==> config.mk <==
export PLATFORM = sky130hd
export DESIGN_NAME = mac_array
export DESIGN_NICKNAME = d
export VERILOG_FILES = /design/src/rtl/mac_array_pkg.sv /design/src/rtl/mac_lane.sv /design/src/rtl/mac_array.sv
export SDC_FILE = /design/constraint.sdc
export NUM_CORES = 2
export LEC_CHECK = 0
export CAP_MARGIN = 5
export CORE_MARGIN = 2
export CORE_UTILIZATION = 35
export CTS_CLUSTER_DIAMETER = 120
export DETAILED_ROUTE_END_ITERATION = 8
export GPL_TIMING_DRIVEN = 0
export SYNTH_ARGS = -nofsm -noshare
export SYNTH_HDL_FRONTEND = slang
export SYNTH_SLANG_ARGS = --single-unit
==> constraint.sdc <==
create_clock -name clk -period 8.41 [get_ports clk]
set_clock_uncertainty 0.15 [all_clocks]
set_input_delay 1.682 -clock clk [delete_from_list [all_inputs] [get_ports clk]]
set_output_delay 1.682 -clock clk [all_outputs]
set_load 0.03 [all_outputs]
==> src/rtl/mac_array_pkg.sv <==
// Shared types and sizing helpers for the mac_array matrix-vector engine.
package mac_array_pkg;

   typedef enum logic [1:0] {
      IDLE = 2'd0,
      RUN  = 2'd1,
      DONE = 2'd2
   } state_e;

   // Accumulator width needed to never overflow a full-length run.
   function automatic int unsigned acc_w_min(input int unsigned data_w,
                                             input int unsigned max_len);
      return 2 * data_w + $clog2(max_len);
   endfunction

endpackage

==> src/rtl/mac_lane.sv <==
// One multiply-accumulate lane: unsigned product added into an ACC_W accumulator,
// with a sticky overflow flag and optional clamp-at-all-ones.
module mac_lane #(
   parameter int unsigned DATA_W   = 8,
   parameter int unsigned ACC_W    = 24,
   parameter bit          SATURATE = 1'b1
) (
   input  logic              clk,
   input  logic              rst_n,
   input  logic              clr,
   input  logic              en,
   input  logic [DATA_W-1:0] a,
   input  logic [DATA_W-1:0] b,
   output logic [ACC_W-1:0]  acc,
   output logic              ovf
);

   localparam int unsigned PROD_W = 2 * DATA_W;
   localparam int unsigned SUM_W  = ACC_W + 1;

   logic [PROD_W-1:0] prod_c;
   logic [SUM_W-1:0]  sum_c;
   logic [ACC_W-1:0]  acc_d;
   logic              ovf_d;

   // Carry out of the widened sum marks an overflow on this beat.
   always_comb begin
      prod_c = PROD_W'(a) * PROD_W'(b);
      sum_c  = {1'b0, acc} + SUM_W'(prod_c);
      acc_d  = acc;
      ovf_d  = ovf;
      if (clr) begin
         acc_d = '0;
         ovf_d = 1'b0;
      end else if (en) begin
         if (sum_c[ACC_W]) begin
            ovf_d = 1'b1;
            acc_d = SATURATE ? '1 : sum_c[ACC_W-1:0];
         end else begin
            acc_d = sum_c[ACC_W-1:0];
         end
      end
   end

   always_ff @(posedge clk or negedge rst_n) begin
      if (!rst_n) begin
         acc <= '0;
         ovf <= 1'b0;
      end else begin
         acc <= acc_d;
         ovf <= ovf_d;
      end
   end

endmodule

==> src/rtl/mac_array.sv <==
// Multi-lane MAC engine: NUM_LANES dot products of length len over per-lane A
// streams and one broadcast B stream, consumed in lockstep.
module mac_array
   import mac_array_pkg::*;
#(
   parameter int unsigned NUM_LANES = 8,
   parameter int unsigned DATA_W    = 8,
   parameter int unsigned MAX_LEN   = 255,
   parameter int unsigned LEN_W     = $clog2(MAX_LEN + 1),
   parameter int unsigned ACC_W     = 24,
   parameter bit          SATURATE  = 1'b1
) (
   input  logic                          clk,
   input  logic                          rst_n,
   input  logic                          start,
   input  logic [LEN_W-1:0]              len,
   input  logic [NUM_LANES*DATA_W-1:0]   a_data,
   input  logic [NUM_LANES-1:0]          a_valid,
   output logic [NUM_LANES-1:0]          a_ready,
   input  logic [DATA_W-1:0]             b_data,
   input  logic                          b_valid,
   output logic                          b_ready,
   output logic                          busy,
   output logic                          done,
   output logic [NUM_LANES*ACC_W-1:0]    result,
   output logic [NUM_LANES-1:0]          overflow
);

   if (ACC_W < 2 * DATA_W) begin : g_accw_chk
      $error("mac_array: ACC_W (%0d) must be at least 2*DATA_W (%0d)", ACC_W, 2 * DATA_W);
   end

   state_e           state_q, state_d;
   logic [LEN_W-1:0] len_q;
   logic [LEN_W-1:0] cnt_q;
   logic             accept_c;
   logic             fire_c;

   // Next state; a beat fires only when B and every A lane are valid together.
   always_comb begin
      state_d  = state_q;
      accept_c = 1'b0;
      fire_c   = 1'b0;
      case (state_q)
         IDLE: begin
            if (start) begin
               accept_c = 1'b1;
               state_d  = (len == '0) ? DONE : RUN;
            end
         end
         RUN: begin
            fire_c = b_valid && (&a_valid);
            if (fire_c && (cnt_q == len_q - LEN_W'(1))) begin
               state_d = DONE;
            end
         end
         DONE:    state_d = IDLE;
         default: state_d = IDLE;
      endcase
   end

   always_ff @(posedge clk or negedge rst_n) begin
      if (!rst_n) begin
         state_q <= IDLE;
         len_q   <= '0;
         cnt_q   <= '0;
      end else begin
         state_q <= state_d;
         if (accept_c) begin
            len_q <= len;
            cnt_q <= '0;
         end else if (fire_c) begin
            cnt_q <= cnt_q + LEN_W'(1);
         end
      end
   end

   assign a_ready = {NUM_LANES{fire_c}};
   assign b_ready = fire_c;
   assign busy    = (state_q == RUN);
   assign done    = (state_q == DONE);

   for (genvar i = 0; i < NUM_LANES; i++) begin : g_lane
      mac_lane #(
         .DATA_W   (DATA_W),
         .ACC_W    (ACC_W),
         .SATURATE (SATURATE)
      ) u_lane (
         .clk   (clk),
         .rst_n (rst_n),
         .clr   (accept_c),
         .en    (fire_c),
         .a     (a_data[i*DATA_W +: DATA_W]),
         .b     (b_data),
         .acc   (result[i*ACC_W +: ACC_W]),
         .ovf   (overflow[i])
      );
   end

endmodule

# == Yosys cells after proc, flatten, opt, wreduce, memory -nomap -nowiden ==
# Index checks and enable logic that the tools add are counted.
# op_classes
addsub,10
mul,8
n_mux,57
n_eq_ne,5
n_reduce_logical,23
# ops
operator,n
$mux W24,24
$add A24 B16 Y25,8
$mul A8 B8 Y16,8
$mux W1,27
$reduce_and A2 Y1,9
$reduce_bool A2 Y1,9
$mux W8,2
$add A8 B1 Y8 const B,1
$eq A8 B8 Y1,1
$logic_not A8 Y1,1
$reduce_and A8 Y1,1
$sub A8 B1 Y8 const B,1
$mux W2,3
$pmux W2 S2,1
$eq A2 B1 Y1 const B,1
$eq A2 B2 Y1 const B,1
$logic_and A1 B1 Y1,2
$logic_not A2 Y1,1
$ne A2 B1 Y1 const B,1
$ne A2 B2 Y1 const B,1
# totals
inputBits,92
regBits,218
elab_cells,122

# == Logic depth before layout (Yosys ltp) ==
# logic_depth
depth_word,5
ltp_mapped,21
depth_no_buf,19

# == By module ==
# Synthesis repeated with hierarchy kept, for this count alone.
# unflattened
hier_cells,3699
area_unflattened_um2,32487.4
# by_module_without_submodules
mod,n_inst,cells_per_inst,area_per_inst_um2
mac_lane at g_lane[3].u_lane ...,2,467,4055.1
mac_lane at g_lane[0].u_lane ...,2,439,3811.2
mac_lane at g_lane[6].u_lane,1,460,4032.6
mac_lane at g_lane[2].u_lane,1,440,3885.0
mac_lane at g_lane[7].u_lane,1,441,3832.4
mac_lane at g_lane[5].u_lane,1,426,3828.7
mac_array,1,120,1176.1

# == Least setup slack after synthesis ==
# Ideal clock, no wire load.
# synth_timing
path_kind,in2reg
startpoint,input b_data[2]
endpoint,register g_lane[7].u_lane.acc[17]
arrival_time_ps,6244
n_path_buf,3
required_time_ps,8117
cell_stages,20
slack_ps,1874
cell_sequence,clkbuf_1 -> clkbuf_1 -> nand2_1 -> fa_1 -> fa_1 -> inv_1 -> fa_1 -> inv_1 -> fa_1 -> inv_1 -> ha_1 -> and2_1 -> a311o_1 -> o211ai_1 -> a31o_2 -> o21ai_0 -> and2_1 -> nand3_2 -> buf_2 -> o211ai_1
# synth_via
elab_chain_len,5
# synth_rtl
item,line,text
"start, declared",mac_array.sv:20,"input logic [DATA_W-1:0] b_data,"
$mul A8 B8 Y16,mac_lane.sv:28,prod_c = PROD_W'(a) * PROD_W'(b);
$add A24 B16 Y25,mac_lane.sv:29,"sum_c = {1'b0, acc} + SUM_W'(prod_c);"
$mux W24,mac_lane.sv:36,if (sum_c[ACC_W]) begin
$mux W24,mac_lane.sv:35,end else if (en) begin
$mux W24,mac_lane.sv:32,if (clr) begin
"end signal, assigned",mac_lane.sv:47,acc <= '0;
"end signal, assigned",mac_lane.sv:50,acc <= acc_d;
"end, declared",mac_lane.sv:14,"output logic [ACC_W-1:0] acc,"
# Every way passes these cells. The select of a mux whose other input is x is not followed.
# A chain may end at the register's enable or synchronous reset.

# == Worst setup path in the final report ==
# layout_timing
startpoint,input a_valid[7]
endpoint,output a_ready[3]
# layout_via
elab_chain_len,3
# layout_rtl
item,line,text
"start, declared",mac_array.sv:18,"input logic [NUM_LANES-1:0] a_valid,"
$reduce_and A8 Y1,mac_array.sv:52,fire_c = b_valid && (&a_valid);
$logic_and A1 B1 Y1,mac_array.sv:52,
$mux W1,mac_array.sv:44,case (state_q)
"end, declared",mac_array.sv:19,"output logic [NUM_LANES-1:0] a_ready,"
# Every way passes these cells.

==> qor.yml <==
status: "finished clean"
grt_max_degree: 100
endpoint_kind: "output port"
clock-sinks: 218
fmax_mhz: 119.8
grtUsageTotal_pct: 26.04
die_y_um: 302.4
p_leak_nw: 18.81
clock_path_buffers: 3
design_power_total_mw: 7.135
final-max-slew-violation-count: 0
critPathSlowestCell: "buf_1"
met2_usage_pct: 41.09
via_count: 27060
routed_wl_mm: 118.0
dr.pass1.iters: 5
grt_setup_unrepaired: "false"
grt_pass1_vias: 27040
clock_latency_ns: 0.63
synth-seq-cells: 218
met3_usage_pct: 7.348
synth_compound_area_share_pct: 11.03
clk_pin_slew_worst_paths_ns: 0.06
synth_nets: 4441
period_needed_ns: 8.346
slowest_delay_ns: 1.08
maxSlewHeadroom_pct: 6.244
post_cts_buffers: 0
drtIter0Drc: 2283
pin_count: 303
synth.avg_cell_area_um2: 8.609
synth_fa_ha_area_share_pct: 38.95
coreArea_um2: 88240
yosys_warnings: 0
cts_resized: 0
maxCapViolCount: 0
layout.cells.non_filler: 5149
synth_cell_types: 91
viasPerCell: 5.254
synthesis.area_um2: 31160
synthToLayoutAreaGrowth_pct: 17.90
drive_gt1_share_pct: 3.374
post-route-period-util_pct: 99.24
cts_root_buf: "clkbuf_16"
synth_edf_count: 0
ys_async_sr_fraction_pct: 100.0
cts_tree: "yes"
gr-max-usage-layer: "met2"
hold_violations: 0
setup_viol: 0
dp_slack_ns: 0.03894
die_width_um: 302.4
p_per_area_nw_per_um2: 194.2
nets: 4773
overflow: 0
dp_cells: 5083
ir_drop_v: 0.0001841
synth-simple-area-share_pct: 18.14
start_kind: "primary input"
synth_top_family_by_area: "adder cells"
worstPathCellList: "clkdlybuf4s50_1 > nand4_1 > nor3_2 > nand2_2 > inv_2 > buf_2 > buf_1 > clkbuf_1 > buf_8 > buf_4 > clkdlybuf4s50_1"
cp.required_ns: 6.58
cp_max_fo: 14
hold_path_class: "flip-flop to flip-flop"
synth_flop_cell: "dfrtp_1"
muxShareOfSynthArea_pct: 0.06827
post-dp-hpwl_mm: 91.87
drt-wirelength-per-cell_um: 22.92
fin_ws_ns: 0.06424
critPathKind: "primary input to output port"
rows: 109
antenna_found_initial: 28
ant_nets: 0
use_met1_pct: 34.22
drc: 0
initial_core_util_pct: 35.31
worst_slew_pin_slew_ns: 1.406
layout_commonest_cell: "inv_1"
yosysSeqAreaShare_pct: 17.51
h-tree-depth: 1
synthXorXnorAreaFrac_pct: 2.727
syn_inst: 3619
cts_hold_buf: 0
grt_pass1_wl_mm: 175.3
io_buffers: 294
arrival_ns: 6.51
finalWeightedCongestion: 0.9306
cts_buffers: 31
layout_common_cells: "786 x inv_1, 457 x nand2_1, 400 x fa_1"
die_area_um2: 91420
path_common_cell: "clkdlybuf4s50_1"
## synth_stat cells, types with 22 or more instances
cell type | instances | area share [%]
o21ai_0 | 85 | 1.4
ha_1 | 330 | 13
a211oi_1 | 24 | 0.58
o311ai_0 | 26 | 0.73
nand2_1 | 457 | 5.5
and2_1 | 289 | 5.8
o211ai_1 | 47 | 1.1
nor3_1 | 38 | 0.61
a21oi_1 | 84 | 1.3
xnor2_1 | 49 | 1.4
a31oi_1 | 23 | 0.46
xor2_1 | 48 | 1.3
dfrtp_1 | 218 | 18
fa_1 | 400 | 26
nand3_1 | 133 | 2.1
nor2_1 | 106 | 1.3
a21o_1 | 35 | 0.84
a22oi_1 | 31 | 0.75
nand2b_1 | 22 | 0.44
inv_1 | 786 | 9.5
clkbuf_1 | 111 | 1.3
o21a_1 | 27 | 0.65
## where the power goes
part / internal [mW] / switching [mW]
logic: 1.87 / 2.64
registers: 1.13 / 0.112
clock network: 0.811 / 0.575
total: 3.81 / 3.33
## worst max-delay path: cells and delay by family
family,cells,cell delay [ns]
buf+inv,8,4.03
simple gates,3,0.73
## stage by stage
step / hold WS (ns) / instance area [um2] / setup TNS (ns) / util (%)
3_5_place_dp: 0.3195 / 35680 / 0 / 40.44
3_3_place_gp: 0.3166 / 35560 / -1140.11 / 40.30
4_1_cts: 0.3332 / 36700 / 0 / 41.60
2_1_floorplan: 0.2805 / 31160 / 0 / -
6_report: 0.3286 / 36730 / 0 / 41.63
5_1_grt: 0.3496 / 36710 / 0 / 41.60
## path summary, 6_finish.rpt
kind | from | endpoint | slack, ns | cells past startpoint
max | a_valid[7] | a_ready[3] | 0.06 | 11
min | state_q[1] | state_q[1] | 0.33 | 1
max reg2reg | g_lane[6].u_lane.acc[7] | g_lane[6].u_lane.acc[13] | 2.83 | 18
min reg2reg | state_q[1] | state_q[1] | 0.33 | 1
max in group asynchronous | rst_n | g_lane[3].u_lane.acc[15] | 5.99 | 3
min in group asynchronous | rst_n | g_lane[5].u_lane.ovf | 0.78 | 1
## routing by layer
layer	up-vias	part of all wire, %
li1	12140	-
met1	13560	41
met2	1130	45
met3	218	10
met4	14	3.7
met5	-	0.083
## registers in the layout, summed over array words and instances, names as in the netlist
name               count
len_q                  8
g_lane.u_lane.ovf      8
g_lane.u_lane.acc    192
state_q                2
cnt_q                  8
## final cells by class
| class | count | area, um2 |
|---|---|---|
| clock buffers | 40 | 869.6 |
| well taps | 1165 | 1458 |
| fillers | 8815 | 51500 |
| clock inverters | 14 | 155.1 |
| diodes | 12 | 30.03 |
| inverters | 787 | 2954 |
| flip-flops and latches | 218 | 5455 |
| multi-input cells | 2465 | 22100 |
| repair buffers | 299 | 3060 |
| plain buffers | 149 | 655.6 |
## cells by family (layout without fill, tap and decap cells)
family          after synthesis  in the layout
simple gates               1150           1150
buf+inv                     936           1289
fa+ha+maj                   730            730
compound gates              486            486
flops                       218            218
xor+xnor                     97             97
mux                           2              2
other cells                   0             12
Power figures use the tool's default switching activity.
